### src/rtl/regs_io.sv
// Register file with switch/LED mapping and a debounced button handshake that stalls the PC
// until the user presses and releases the button.
module regs_io #(
   parameter int unsigned N   = 8,
   parameter int unsigned A   = 3,
   parameter int unsigned DEB = 4
) (
   input  logic                clk,
   input  logic                nReset,
   input  logic [A-1:0]        raddr1_i,
   input  logic [A-1:0]        raddr2_i,
   output logic signed [N-1:0] rdata1_o,
   output logic signed [N-1:0] rdata2_o,
   input  logic [A-1:0]        waddr_i,
   input  logic [N-1:0]        wdata_i,
   input  logic                we_i,
   input  logic [N-1:0]        sw_i,
   input  logic                btn_i,
   input  logic                wait_req_i,
   output logic                stall_o,
   output logic [N-1:0]        leds_o
);

   localparam int unsigned NumRegs = 2 ** A;
   localparam int unsigned CntW    = $clog2(DEB + 1);

   typedef enum logic [1:0] {StIdle, StWaitPress, StWaitRelease} state_e;

   state_e          state_q, state_d;
   logic [N-1:0]    rf_q [2:NumRegs-1];
   logic [N-1:0]    sw_meta_q, sw_sync_q, sw_cap_q;
   logic            btn_meta_q, btn_sync_q, btn_clean_q, btn_clean_d, btn_prev_q;
   logic [CntW-1:0] cnt_q, cnt_d, cnt_inc;
   logic            press, write_en;

   assign press    = btn_clean_q & ~btn_prev_q;
   assign write_en = we_i & ~stall_o;
   assign leds_o   = rf_q[NumRegs-1];
   assign cnt_inc  = cnt_q + CntW'(1);

   // Counter only runs while the synchronised level disagrees with the clean level.
   always_comb begin
      cnt_d       = '0;
      btn_clean_d = btn_clean_q;
      if (btn_sync_q != btn_clean_q) begin
         if (cnt_inc == CntW'(DEB)) begin
            btn_clean_d = btn_sync_q;
         end else begin
            cnt_d = cnt_inc;
         end
      end
   end

   always_ff @(posedge clk or negedge nReset) begin
      if (!nReset) begin
         sw_meta_q   <= '0;
         sw_sync_q   <= '0;
         btn_meta_q  <= 1'b0;
         btn_sync_q  <= 1'b0;
         btn_clean_q <= 1'b0;
         btn_prev_q  <= 1'b0;
         cnt_q       <= '0;
      end else begin
         sw_meta_q   <= sw_i;
         sw_sync_q   <= sw_meta_q;
         btn_meta_q  <= btn_i;
         btn_sync_q  <= btn_meta_q;
         btn_clean_q <= btn_clean_d;
         btn_prev_q  <= btn_clean_q;
         cnt_q       <= cnt_d;
      end
   end

   always_ff @(posedge clk or negedge nReset) begin
      if (!nReset) begin
         state_q <= StIdle;
      end else begin
         state_q <= state_d;
      end
   end

   always_comb begin
      state_d = state_q;
      unique case (state_q)
         StIdle:        if (wait_req_i)   state_d = StWaitPress;
         StWaitPress:   if (press)        state_d = StWaitRelease;
         StWaitRelease: if (!btn_clean_q) state_d = StIdle;
         default:                         state_d = StIdle;
      endcase
   end

   always_comb begin
      stall_o = 1'b0;
      unique case (state_q)
         StIdle:        stall_o = wait_req_i;
         StWaitPress:   stall_o = 1'b1;
         StWaitRelease: stall_o = btn_clean_q;
         default:       stall_o = 1'b0;
      endcase
   end

   always_ff @(posedge clk or negedge nReset) begin
      if (!nReset) begin
         sw_cap_q <= '0;
      end else if (state_q == StWaitPress && press) begin
         sw_cap_q <= sw_sync_q;
      end
   end

   // r0 and r1 have no storage, so writes to them fall through the loop.
   always_ff @(posedge clk or negedge nReset) begin
      if (!nReset) begin
         for (int unsigned i = 2; i < NumRegs; i++) rf_q[i] <= '0;
      end else if (write_en) begin
         for (int unsigned i = 2; i < NumRegs; i++) begin
            if (waddr_i == A'(i)) rf_q[i] <= wdata_i;
         end
      end
   end

   always_comb begin
      rdata1_o = '0;
      rdata2_o = '0;
      if (raddr1_i == A'(1)) rdata1_o = sw_cap_q;
      if (raddr2_i == A'(1)) rdata2_o = sw_cap_q;
      for (int unsigned i = 2; i < NumRegs; i++) begin
         if (raddr1_i == A'(i)) rdata1_o = rf_q[i];
         if (raddr2_i == A'(i)) rdata2_o = rf_q[i];
      end
   end

endmodule
### config.mk
export PLATFORM = sky130hd
export DESIGN_NAME = regs_io
export DESIGN_NICKNAME = d
export VERILOG_FILES = /design/src/rtl/regs_io.sv
export SDC_FILE = /design/constraint.sdc
export NUM_CORES = 1
export LEC_CHECK = 0
export CAP_MARGIN = 20
export CORE_MARGIN = 2
export CORE_UTILIZATION = 50
export DETAILED_ROUTE_END_ITERATION = 8
export GPL_TIMING_DRIVEN = 0
export MAX_ROUTING_LAYER = met4
export PLACE_DENSITY = 0.77
export SLEW_MARGIN = 40
export SYNTH_ARGS = -nofsm -noshare
export SYNTH_HDL_FRONTEND = slang
export SYNTH_SLANG_ARGS = --single-unit
export TNS_END_PERCENT = 10
### constraint.sdc
create_clock -name clk -period 1.7 [get_ports clk]
set_input_delay 0.34 -clock clk [delete_from_list [all_inputs] [get_ports clk]]
set_output_delay 0.34 -clock clk [all_outputs]
set_load 0.02 [all_outputs]
==> results of run 1 <==
## metal layers
layer	track usage	routed length, um	vias to the layer above
met5	-	0	-
met4	0.09783	205	0
met3	0.04013	588	14
met2	0.3488	4632	92
met1	0.3154	3934	1468
li1	-	-	1296
## cell usage in the layout, fill, tap and decap left out, types with 8 or more instances in the layout
cell                              instances
sky130_fd_sc_hd__buf_2                   14
sky130_fd_sc_hd__mux2_2                  68
sky130_fd_sc_hd__mux2i_1                 16
sky130_fd_sc_hd__buf_4                   34
sky130_fd_sc_hd__nand3b_1                14
sky130_fd_sc_hd__clkbuf_8                 9
sky130_fd_sc_hd__buf_6                    8
sky130_fd_sc_hd__nand2_1                  8
sky130_fd_sc_hd__clkdlybuf4s50_1         22
sky130_fd_sc_hd__a22o_1                   9
sky130_fd_sc_hd__dfrtp_1                 81
sky130_fd_sc_hd__o211ai_1                11
## final cells by class
class / count / area (um^2)
Multi-Input combinational cell: 191 / 1914
Inverter: 2 / 7.507
Clock buffer: 11 / 131.4
Buffer: 26 / 198.9
Timing Repair Buffer: 65 / 548.0
Sequential cell: 81 / 2027
Clock inverter: 5 / 40.04
Tap cell: 102 / 127.6
Fill cell: 611 / 2773
## logic make-up after synthesis
kind of cell    Yosys count
flops                    81
compound gates           43
xor+xnor                  2
simple gates             53
mux                      91
fa+ha+maj                 2
buf+inv                  29
## repair_timing
item / CTS / global route
hold buffers: 1 / 0
resized for setup: 115 / 15
pin swaps: 5 / 2
endpoints found under the setup margin: 41 / 48
setup buffers: 12 / 1
hold endpoints to repair: 22 / 0
## through the flow
| stage | instances | setup WS, ns | hold WS [ns] | power, W |
|---|---|---|---|---|
| after floorplan | 301 | -0.1022 | 0.04441 | 0.004996 |
| after global placement | 453 | -2.448 | 0.3311 | 0.005855 |
| after detailed placement | 454 | -1.306 | 0.2150 | 0.005994 |
| after CTS | 482 | -0.3416 | 0.3546 | 0.007293 |
| after global routing | 483 | -0.3791 | 0.3631 | 0.007795 |
| final | 483 | -0.3495 | 0.3496 | 0.007375 |
## state kept, by name, summed over array words and instances (netlist names)
name,count
sw_meta_q,8
btn_meta_q,1
btn_sync_q,1
sw_cap_q,8
btn_prev_q,1
btn_clean_q,1
sw_sync_q,8
cnt_q,3
rf_q,40
leds_o,8
state_q,2
## cells in the mapped netlist (4+ instances only)
master and count:
sky130_fd_sc_hd__mux2_2 69, sky130_fd_sc_hd__a221oi_1 7, sky130_fd_sc_hd__dfrtp_1 81, sky130_fd_sc_hd__nand3b_1 14, sky130_fd_sc_hd__nand2_1 8, sky130_fd_sc_hd__a221o_1 7, sky130_fd_sc_hd__a22o_1 9, sky130_fd_sc_hd__buf_2 4
sky130_fd_sc_hd__clkbuf_1 11, sky130_fd_sc_hd__nor2b_1 6, sky130_fd_sc_hd__mux2i_1 17, sky130_fd_sc_hd__nor2_1 5, sky130_fd_sc_hd__buf_4 9, sky130_fd_sc_hd__o211ai_1 11
## worst paths after layout
| path | start | endpoint | cells after the start |
|---|---|---|---|
| max | rf_q[35] | rdata1_o[3] | 4 |
| min | sw_meta_q[5] | sw_sync_q[5] | 0 |
| max reg2reg | state_q[0] | rf_q[19] | 3 |
| min reg2reg | sw_meta_q[5] | sw_sync_q[5] | 0 |
| max in group asynchronous | nReset | sw_meta_q[4] | 3 |
| min in group asynchronous | nReset | rf_q[19] | 2 |
## power groups by stage
stage | Sequential [W] | Clock [W] | Combinational, W
after floorplan | 0.00310 | 0 | 0.00189
after global placement | 0.00328 | 0 | 0.00258
after detailed placement | 0.00333 | 0 | 0.00266
after CTS | 0.00327 | 0.00128 | 0.00275
after global routing | 0.00339 | 0.00136 | 0.00304
final | 0.00330 | 0.00125 | 0.00282
==> flow_metrics.tcl, run 1 <==
set metrics [dict create \
    place_hpwl_mm 6.283 \
    fp-row-count 32 \
    worst_path_max_stage_delay_ns 0.39 \
    timing_hold_violations_final 0 \
    grt_setup_unrepaired "true" \
    sequentialPowerShare 0.447 \
    clock_tree.root_cell "sky130_fd_sc_hd__clkbuf_8" \
    mux_cell_area_share_after_synthesis 0.2576 \
    layout_overhead_on_the_synthesized_area_pct 23.59 \
    synth_compound_area_frac 0.09195 \
    setup_slack_ns -0.3495 \
    grt_antenna_before_repair 0 \
    outcome "finished with violations" \
    die_w_um 93.91 \
    core-area_um2 7767 \
    final_number_of_max_transition_violations 0 \
    die_area_um2 8818 \
    final.setup.tns_ns -3.955 \
    critical_path.cell_chain "mux2_2 -> a221o_1 -> a22o_1 -> buf_6" \
    synth-edff-count 0 \
    tritoncts "built" \
    worst_r2r_setup_slack_ns -0.01 \
    hp_class "reg2reg" \
    relSlewSlack 0.6114 \
    power.internal_w 0.004854 \
    path_clk_slew_ns 0.09 \
    clockBufferDepth 2 \
    crit_path_start_kind "register" \
    setup-violations-final 23 \
    detailed_route_wl_mm 9.361 \
    post_synth_inst_count 301 \
    cp_top_family "compound AO/OA/AOI/OAI gates" \
    yosys_warnings 0 \
    static-leakage-power_nw 2.341 \
    number_of_buffers_created_by_cts 9 \
    maxClockFrequency_ghz 0.4879 \
    power.clock.fraction 0.170 \
    drcViolationCount 0 \
    timing.clock.skew_ns 0.009180 \
    num_io_pins 55 \
    yosys-top-cells-area "sky130_fd_sc_hd__dfrtp_1 50%, sky130_fd_sc_hd__mux2_2 19%, sky130_fd_sc_hd__mux2i_1 4.2%" \
    power.combinational.fraction 0.383 \
    dominantRegCellSynth "sky130_fd_sc_hd__dfrtp_1" \
    final_area_um2 4995 \
    final_layout_size_suffix_gt1_frac 0.4541 \
    finalWeightedCongestion 0.9110 \
    seq_area_frac_synth 0.5015 \
    route.detailed.vias_per_inst 5.942 \
    placement.cell_area_um2 4698 \
    crit_type "reg2out" \
    initialDrtViolationCount 174 \
    via_count 2870 \
    insertion_delay_ns 0.36 \
    endpoint_kind "output pin" \
    finish.utilization 0.6430 \
    gr_overflow_total 0 \
    grt_start_max_net_pins 60 \
    period_needed_ns 2.049 \
    mappedNetlistNets 333 \
    grt_pass1_vias 2887 \
    die_h_um 93.91 \
    power_density_nw_per_um2 1477 \
    wl_per_cell_um 19.38 \
    final_net_count 408 \
    first_drt_pass_iteration_count 4 \
    synthSimpleGateAreaFrac 0.09628 \
    failed_checks "negative setup slack" \
    maxCapViolations 0 \
    worst_ep_arrival_time_ns 1.71 \
    xor_and_xnor_area_share_after_synthesis 0.004334 \
    synth_async_sr_flop_share 1.000 \
    sw_frac_of_total 0.3418 \
    yosys.area.top_type_share 0.5015 \
    synthesis.area_um2 4041 \
    ant_nets 0 \
    net_sw_power_w 0.002521 \
    insertedDiodeCount 0 \
    groute.usage.overall 0.2325 \
    cts_sinks 81 \
    synth_area_leader_cell "sky130_fd_sc_hd__dfrtp_1" \
    critical_path.slowest_cell "sky130_fd_sc_hd__dfrtp_1" \
    dominant_combinational_cell_family_by_area_after_synthesis "multiplexers" \
    place.port_buffers 50 \
    adder_cell_fraction_of_synth_area 0.006192 \
    critPathBufInv 1 \
    initial_core_utilization 0.5203 \
    final_min_period_over_clock_period 1.206 \
    tightestPinTransition_ns 0.5798 \
    syn_avg_cell_area_um2 13.43 \
    cp_data_required_time_ns 1.36 \
    maximum_net_fanout_on_the_critical_path 2 \
    ir_worst_vdd_uv 773.8 \
    synth.ff_latch_count 81 \
    cts_htree_levels 3 \
    yosys.cell_types.count 44 \
    grt_pass1_wl_mm 14.95 \
]
No activity file was read; power rests on OpenSTA's default activity.
==> run 2: changes to the inputs <==
--- a/config.mk
+++ b/config.mk
@@ -8,6 +8,7 @@
 export CAP_MARGIN = 20
 export CORE_MARGIN = 2
 export CORE_UTILIZATION = 50
+export CTS_CLUSTER_SIZE = 28
 export DETAILED_ROUTE_END_ITERATION = 8
 export GPL_TIMING_DRIVEN = 0
 export MAX_ROUTING_LAYER = met4
==> results of run 2 <==
The final DEF is identical to that of run 1; final timing and power are the same.
==> run 3: changes to the inputs <==
--- a/config.mk
+++ b/config.mk
@@ -10,7 +10,6 @@
 export CORE_UTILIZATION = 50
 export CTS_CLUSTER_SIZE = 28
 export DETAILED_ROUTE_END_ITERATION = 8
-export GPL_TIMING_DRIVEN = 0
 export MAX_ROUTING_LAYER = met4
 export PLACE_DENSITY = 0.77
 export SLEW_MARGIN = 40
==> run 3 against run 2 <==
The run still ends with negative setup slack left. Power rose by 6.5%. Die area unchanged. Critical path depth stayed put. Global-route usage grew 1.1 points. Hold slack gained 0.0015 ns. Critical path type unchanged. Critical endpoint unchanged.
==> flow_metrics.tcl, run 3 (same netlist as run 1, synthesis figures left out) <==
set metrics [dict create \
    outcome "finished with violations" \
    failed_checks "negative setup slack" \
    cp_data_required_time_ns 1.36 \
    tritoncts "built" \
    worstHoldStart "sw_meta_q[0]" \
    final_net_count 448 \
    grt_setup_unrepaired "true" \
    layout_overhead_on_the_synthesized_area_pct 34.43 \
    tightestPinTransition_ns 0.4546 \
    cp-startpoint "rf_q[35]" \
    relSlewSlack 0.6969 \
    ant_nets 0 \
    fp-row-count 32 \
    die_w_um 93.91 \
    maximum_net_fanout_on_the_critical_path 2 \
    path_clk_slew_ns 0.08 \
    critPathBufInv 1 \
    largest-register "rf_q" \
    setup-violations-final 16 \
    grt_pass1_wl_mm 15.78 \
    core-area_um2 7767 \
    route.detailed.vias_per_inst 5.617 \
    met3_length_um 331 \
    cts_htree_levels 3 \
    num_io_pins 55 \
    maxClockFrequency_ghz 0.4943 \
    final_layout_size_suffix_gt1_frac 0.4786 \
    critical_path.slowest_cell "sky130_fd_sc_hd__dfrtp_1" \
    detailed_route_wl_mm 9.600 \
    endpoint_kind "output pin" \
    route.layer.met1.wl_mm 4.164 \
    initial_core_utilization 0.5203 \
    number_of_buffers_created_by_cts 9 \
    cp.depth 4 \
    cp_top_family "compound AO/OA/AOI/OAI gates" \
    min_path_cells 0 \
    first_drt_pass_iteration_count 4 \
    power_density_nw_per_um2 1446 \
    die_h_um 93.91 \
    grt_pass1_vias 3098 \
    drcViolationCount 0 \
    timing_hold_violations_final 0 \
    timing.rr.start "state_q[0]" \
    crit_path_start_kind "register" \
    crit_type "reg2out" \
    place_hpwl_mm 6.694 \
    wl_per_cell_um 18.39 \
    final.hold.worst_slack_ns 0.3511 \
    worst_path_max_stage_delay_ns 0.40 \
    insertedDiodeCount 0 \
    period_needed_ns 2.023 \
    setup_slack_ns -0.3230 \
    via_count 2932 \
    groute.usage.overall 0.2430 \
    hp_class "reg2reg" \
    layout.cells.most_common "sky130_fd_sc_hd__dfrtp_1" \
    die_area_um2 8818 \
    final_min_period_over_clock_period 1.190 \
    gr_overflow_total 0 \
    grt_antenna_before_repair 0 \
    grt_start_max_net_pins 35 \
    initialDrtViolationCount 141 \
    clock_tree.root_cell "sky130_fd_sc_hd__clkbuf_8" \
    clockBufferDepth 2 \
    critical_path.cell_chain "mux2_4 -> a221o_1 -> a22o_1 -> buf_6" \
    worst_r2r_path_depth 5 \
    ir_worst_vdd_uv 794.4 \
    finalWeightedCongestion 0.8858 \
    top_sig_layer "met4" \
    place.port_buffers 54 \
    cts_sinks 81 \
    final.setup.tns_ns -3.840 \
    static-leakage-power_nw 2.633 \
    timing.clock.skew_ns 0.003805 \
    most_frequent_cells_in_the_layout "79 x sky130_fd_sc_hd__dfrtp_1, 68 x sky130_fd_sc_hd__mux2_2, 64 x sky130_fd_sc_hd__buf_4" \
    largest_reg_flops 40 \
    worst_ep_arrival_time_ns 1.68 \
    insertion_delay_ns 0.34 \
    final_number_of_max_transition_violations 0 \
    met2_wirelength_mm 4.875 \
    maxCapViolations 0 \
]
[run 3: worst reg2reg max path, stage by stage (launching register included)]
cell and delay [ns]:
sky130_fd_sc_hd__dfrtp_2 0.45, sky130_fd_sc_hd__o21bai_4 0.18, sky130_fd_sc_hd__buf_12 0.14, sky130_fd_sc_hd__and4bb_1 0.23
sky130_fd_sc_hd__buf_4 0.18, sky130_fd_sc_hd__mux2_2 0.35
[run 3: what timing repair did]
item                                    in CTS  in global routing
buffers inserted                             5                  2
endpoints found under the setup margin      25                 16
pin swaps                                    5                  3
gates cloned                                 2                  0
resized for setup                          114                  2
hold endpoints to repair                    31                  0
hold buffers                                 1                  0
[run 3: per-layer routing]
metal  GRT usage  vias to the layer above
li1            -                     1365
met2      0.4018                       70
met3     0.03772                       16
met4      0.1002                        0
met5           -                        -
met1      0.3002                     1481
[run 3: power breakdown]
group	switching (W)	internal (W)
registers	0.000579	0.00267
clock network	0.000675	0.000819
logic	0.00127	0.00184
total	0.00252	0.00533
[run 3: through the flow]
| step | utilization | power [W] | worst slack [ns] | cells | instance area [um^2] |
|---|---|---|---|---|---|
| 4_1_cts | 0.6968 | 0.007830 | -0.3223 | 520 | 5413 |
| 6_report | 0.6994 | 0.007857 | -0.3230 | 522 | 5433 |
| 3_3_place_gp | 0.6595 | 0.006268 | -1.248 | 497 | 5122 |
| 2_1_floorplan | - | 0.004996 | -0.1022 | 301 | 4041 |
| 5_1_grt | 0.6994 | 0.008324 | -0.3834 | 522 | 5433 |
| 3_5_place_dp | 0.6595 | 0.006398 | -1.255 | 497 | 5122 |
[run 3: cell type report]
type	instances	area [um^2]
repair buffers	131	1177
inverters	2	7.507
fillers	559	2335
clock buffers	10	127.6
well taps	102	127.6
multi-input cells	191	1882
clock inverters	5	81.33
flip-flops and latches	81	2029
[run 3: final timing paths]
path                           endpoint  slack [ns]
setup / recovery            rdata1_o[3]       -0.32
hold / removal             sw_sync_q[0]        0.35
setup reg to reg              leds_o[3]        0.07
hold reg to reg            sw_sync_q[0]        0.35
max in group asynchronous   sw_cap_q[0]        0.66
min in group asynchronous     leds_o[1]        0.48
